==> src/rtl/regfile_scoreboard.sv <==
// Register file with two async read ports, one sync write port, optional
// hard-zero r0, write-to-read bypass and a per-register pending scoreboard.
module regfile_scoreboard #(
    parameter int WIDTH    = 32,
    parameter int ADDR_W   = 5,
    parameter int ZERO_REG = 1,
    parameter int BYPASS   = 1
) (
    input  logic              Clk,
    input  logic              Reset_n,
    input  logic [ADDR_W-1:0] ReadRegister1,
    input  logic [ADDR_W-1:0] ReadRegister2,
    output logic [WIDTH-1:0]  ReadData1,
    output logic [WIDTH-1:0]  ReadData2,
    output logic              ReadValid1,
    output logic              ReadValid2,
    input  logic [ADDR_W-1:0] WriteRegister,
    input  logic [WIDTH-1:0]  WriteData,
    input  logic              RegWrite,
    input  logic [ADDR_W-1:0] IssueRegister,
    input  logic              IssueValid,
    output logic [ADDR_W:0]   PendingCount
);

    localparam int DEPTH = 1 << ADDR_W;

    logic [WIDTH-1:0] regs_q [DEPTH];
    logic [DEPTH-1:0] pending_q;
    logic [DEPTH-1:0] pending_d;
    logic [ADDR_W:0]  count_q;
    logic [ADDR_W:0]  count_d;

    logic wr_en;
    logic iss_en;
    logic rd1_zero;
    logic rd2_zero;
    logic byp1;
    logic byp2;

    assign wr_en  = RegWrite   && !((ZERO_REG != 0) && (WriteRegister == '0));
    assign iss_en = IssueValid && !((ZERO_REG != 0) && (IssueRegister == '0));

    assign rd1_zero = (ZERO_REG != 0) && (ReadRegister1 == '0);
    assign rd2_zero = (ZERO_REG != 0) && (ReadRegister2 == '0);

    // wr_en already excludes the hard-zero register, so a bypass hit never
    // claims r0 as valid through the write path.
    assign byp1 = (BYPASS != 0) && wr_en && (WriteRegister == ReadRegister1);
    assign byp2 = (BYPASS != 0) && wr_en && (WriteRegister == ReadRegister2);

    // Issue is applied after the write clear: the issuing instruction is the
    // newer producer, so a same-cycle collision leaves the flag set.
    always_comb begin
        pending_d = pending_q;
        if (wr_en) begin
            pending_d[WriteRegister] = 1'b0;
        end
        if (iss_en) begin
            pending_d[IssueRegister] = 1'b1;
        end
    end

    always_comb begin
        count_d = '0;
        for (int i = 0; i < DEPTH; i++) begin
            count_d = count_d + {{ADDR_W{1'b0}}, pending_d[i]};
        end
    end

    always_ff @(posedge Clk or negedge Reset_n) begin
        if (!Reset_n) begin
            for (int i = 0; i < DEPTH; i++) begin
                regs_q[i] <= '0;
            end
        end else if (wr_en) begin
            regs_q[WriteRegister] <= WriteData;
        end
    end

    always_ff @(posedge Clk or negedge Reset_n) begin
        if (!Reset_n) begin
            pending_q <= '0;
            count_q   <= '0;
        end else begin
            pending_q <= pending_d;
            count_q   <= count_d;
        end
    end

    always_comb begin
        if (rd1_zero) begin
            ReadData1 = '0;
        end else if (byp1) begin
            ReadData1 = WriteData;
        end else begin
            ReadData1 = regs_q[ReadRegister1];
        end
    end

    always_comb begin
        if (rd2_zero) begin
            ReadData2 = '0;
        end else if (byp2) begin
            ReadData2 = WriteData;
        end else begin
            ReadData2 = regs_q[ReadRegister2];
        end
    end

    assign ReadValid1   = !pending_q[ReadRegister1] || byp1;
    assign ReadValid2   = !pending_q[ReadRegister2] || byp2;
    assign PendingCount = count_q;

endmodule
==> config.mk <==
export PLATFORM = sky130hd
export DESIGN_NAME = regfile_scoreboard
export DESIGN_NICKNAME = d
export VERILOG_FILES = /design/src/rtl/regfile_scoreboard.sv
export SDC_FILE = /design/constraint.sdc
export NUM_CORES = 2
export LEC_CHECK = 0
export CAP_MARGIN = 20
export CORE_MARGIN = 2
export CORE_UTILIZATION = 50
export DETAILED_ROUTE_END_ITERATION = 10
export HOLD_SLACK_MARGIN = 0.08
export PLACE_DENSITY = 0.62
export RECOVER_POWER = 50
export SETUP_SLACK_MARGIN = 0.4
export SLEW_MARGIN = 20
export SYNTH_ARGS = -nofsm -noshare
export SYNTH_HDL_FRONTEND = slang
export SYNTH_SLANG_ARGS = --single-unit
==> constraint.sdc <==
create_clock -name Clk -period 10.84 [get_ports Clk]
set_input_delay 2.168 -clock Clk [delete_from_list [all_inputs] [get_ports Clk]]
set_output_delay 2.168 -clock Clk [all_outputs]
set_load 0.01 [all_outputs]
==> flow_results.org <==
** Floorplanning
- The floorplan step defined a core boundary enclosing 115000 um^2.
- Horizontal die dimension :: 344 um
- Die ar. :: 118000 um^2
- Die boundary height :: 344 um
- Placement row count :: 124
- For this configuration, the core starts out at a cell density of 0.505.
- Pin placement for this block handled 128 I/O pins.

** Synth
- Compound-cell area share of the yosys netlist :: 0.0672
- Measured against the total synthesized area, the mux share comes to 0.404.
- The number of different library cells used by synthesis comes to 60.
- Post-Syn Nets :: 4149
- Ys async rst share :: 1.00
- Largest cells by area after synthesis :: dfrtp_1, mux2_2, mux4_2, mux2i_1, clkbuf_1
- Number of register bits inferred by synthesis :: 1062
- Post-synthesis xor/xnor area fraction :: 0.00197
- Synthesis handed over a netlist of 4062 instances.
- By area, the combinational part of the netlist is dominated by multiplexers.
- Sequential element share of the synthesized area :: 0.460
- The most common cell in the synthesized netlist is mux2_2.
- For this run, the leading register cell type out of synthesis is dfrtp_1.
- Of the total synthesized cell area, the portion taken by full adders, half adders and majority gates is 0.00983.
- Leading cell types by count after synthesis :: mux2_2, dfrtp_1, mux4_2, clkbuf_1, mux2i_1
- Summed over all instances, the cell type with the most area after synthesis is dfrtp_1.
- Synth Cell Area :: 57800 um^2
- The Yosys step of the flow raised 0 warnings.
- Number of synthesized flops with an enable pin :: 0
- Avg Synthesized Cell Area :: 14.2 um^2
- The share of synthesized area in the top cell type comes to 0.460.
- Post-synthesis share of cell area spent on and, or, nand and nor gates :: 0.0185

** Clocking
- Clk Tree Root Cell :: clkbuf_16
- Level count of the clock H-tree :: 3
- Once the clock tree was built, the setup fixing pass inserted 0 buffers.
- Post-CTS Hold Buffers :: 0
- The clock reaches the later pin of the worst-skew pair after 0.71 ns.
- CTS tree :: done
- Total CTS buffers :: 120
- After clock tree synthesis, the repair step resized 0 gates.
- Max Buffers Root-to-Sink :: 3
- Clock-pin slew was measured on the worst setup and hold paths at 0.06 ns.
- Clock tree synthesis found a total of 1062 sinks.

** Global route
- For this run, the total global-route usage over all layers was measured as 0.329.
- Antenna violations before repair :: 2
- Entering global routing, the biggest net connects 173 pins.
- The number of global-route vias before repair is 39500.
- The first global-routing pass estimated 282000 um of wire.
- Total congestion overflow after global routing :: 0

** Place
- Setup WS pre-CTS :: 2.00 ns
- The placed instances occupy a cell area of 60200 um^2.
- At the end of routability-driven placement, the weighted congestion stood at 0.832.
- Number of port buffers :: 127
- Detailed placement ended at an HPWL of 104000 um.

** Drt
- For this run, design rule violations remaining after detail routing come to 0.
- Final Routed Wirelength :: 193000 um
- Detailed Route Iter0 Violations :: 3886
- Iteration count of the initial detailed-routing pass :: 6
- Count of antenna-violating nets left after detailed routing :: 0
- In the final routed layout, each cell accounts on average for 34.6 um.
- After detailed routing, the number of vias per cell comes to 6.90.
- The detailed router placed 38500 vias in this run.

** STA
- Final WS setup :: 1.97 ns
- Setup repair after global routing left no endpoint under its margin.
- Setup TNS :: 0 ns
- Setup violations remaining at the end of the flow were counted as 0.
- Measured against its own limit, the worst slew margin works out to -2.73.
- Subtracting the final worst setup slack from the clock period gives 8.87 ns.
- Maximum frequency from static timing analysis :: 113 MHz
- Final hold violation count :: 0
- Period utilisation layout :: 0.818
- Max Transition Viols Final :: 406
- For the pin with the worst max-slew slack, the measured transition is 5.59 ns.
- On the final layout, the worst clock skew is 0.00955 ns.

** Setup path
- Launch point of the worst reg-to-reg path :: pending_q[23]
- The slowest stage of the critical path is the nand2_1 cell.
- The worst setup path is launched from an input pin.
- Data on the critical path arrives at its endpoint at 9.49 ns.
- Cell repeated most along the worst path :: fa_1
- In this run the critical register-to-register path is captured at PendingCount[4].
- The worst setup path is captured at a flip-flop.
- Delay of the slowest critical-path stage :: 1.66 ns
- For the worst setup path, the data required time is 11.46 ns.
- Traced cell by cell, the critical path runs through dlygate4sd3_1 -> nor3b_1 -> clkbuf_1 -> nand2_1 -> a22oi_1 -> fa_1 -> fa_1 -> fa_1 -> fa_1 -> inv_1 -> ha_1 -> fa_1 -> a21o_1 -> a21oi_1 -> xnor2_1.
- Register-to-register setup slack :: 5.81 ns
- The critical path is of the input pin to flip-flop type.
- Along the worst path, the maximum fanout reaches 33.
- Logic depth of the worst register-to-register path :: 13

** Job
- Max capacitance violation total :: 6

** Hold path
- Worst-case hold path end point :: regs_q[1015]
- In this run the most critical hold path is launched from regs_q[1015].
- HP Class :: flip-flop to flip-flop
- Count of cells along the worst hold path :: 0

** Power and ir drop
- Total power draw :: 13.2 mW
- For this design the ratio of total power to cell area is 206 nW/um^2.
- The analysis attributes to cell leakage a power of 28.1 nW.
- The worst-case IR drop observed on VDD is 0.000342 V.

** Run status
- Run status :: finished, violations left
- The final reports fail on max-capacitance violations, max-slew violations.

** Cells and area
- Share of cells above drive strength 1 :: 0.451
- Net total in the final layout :: 4047
- The number of antenna diodes in the final layout is 0.
- Area of all placed cells without fillers :: 64200 um^2
- Area growth from synthesis to layout :: 11.1%
logic make-up (layout without fill, tap and decap cells):
kind of cell    after synthesis  after routing
compound gates              516            516
xor+xnor                     13             13
fa+ha+maj                    31             31
buf+inv                     510            508
flops                      1062           1062
mux                        1714           1714
simple gates                216            216
placed cells by master, fill, tap and decap left out, drive strengths merged, types with 47 or more instances in the layout:
master         instances
nand2                 84
nor2                  47
o221ai                69
clkdlybuf4s50         96
a21oi                 65
o21ai                 62
mux4                 388
mux2                1070
buf                  121
a22oi                 67
mux2i                256
clkbuf               197
inv                   52
dfrtp               1062
through the flow:
step                utilization  hold slack, ns  instances
global placement          0.526           0.376       5350
global route              0.561           0.406       5572
CTS                       0.562           0.396       5572
finish                    0.561           0.393       5572
floorplan                     -           0.441       4062
detailed placement        0.525           0.382       5350
worst max-delay path by stage:
stage,startpoint,end,slack [ns]
after floorplan,WriteRegister[0],PendingCount[4],3.19
after global placement,WriteRegister[3],PendingCount[4],2.03
after detailed placement,WriteRegister[3],PendingCount[4],2.00
after CTS,WriteRegister[3],ReadData2[14],2.32
after global routing,Reset_n,regs_q[444],1.33
final,WriteRegister[4],PendingCount[4],1.97
routing by layer:
| layer | vias up | track usage | part of all wire |
|---|---|---|---|
| li1 | 15500 | - | - |
| met4 | 0 | 0.118 | 0.038 |
| met1 | 20900 | 0.446 | 0.41 |
| met3 | 407 | 0.0655 | 0.078 |
| met5 | - | 0 | 0 |
| met2 | 1651 | 0.531 | 0.48 |
report_power, final:
part           switching, mW  total (mW)  internal (mW)
clock                   1.70        4.27           2.57
sequential             0.565        5.33           4.77
combinational           1.65        3.62           1.97
total                   3.91        13.2           9.30
sequential cells by signal (all words and copies together) (netlist names):
signal,count
PendingCount,6
pending_q,32
regs_q,1024
area by class of cell:
cell class,instances,area [um^2]
clock inverters,34,443
well taps,1512,1890
repair buffers,236,2160
inverters,50,188
multi-input cells,2490,29300
fillers,9358,50300
clock buffers,188,3710
flip-flops and latches,1062,26600
worst max-delay path: cells and delay by family:
kind	cells	cell delay (ns)
fa+ha+maj	6	2.72
xor+xnor	1	0.13
simple gates	2	1.91
buf+inv	3	1.30
compound gates	3	1.23
Note: power is estimated with default switching activity, not from simulation.
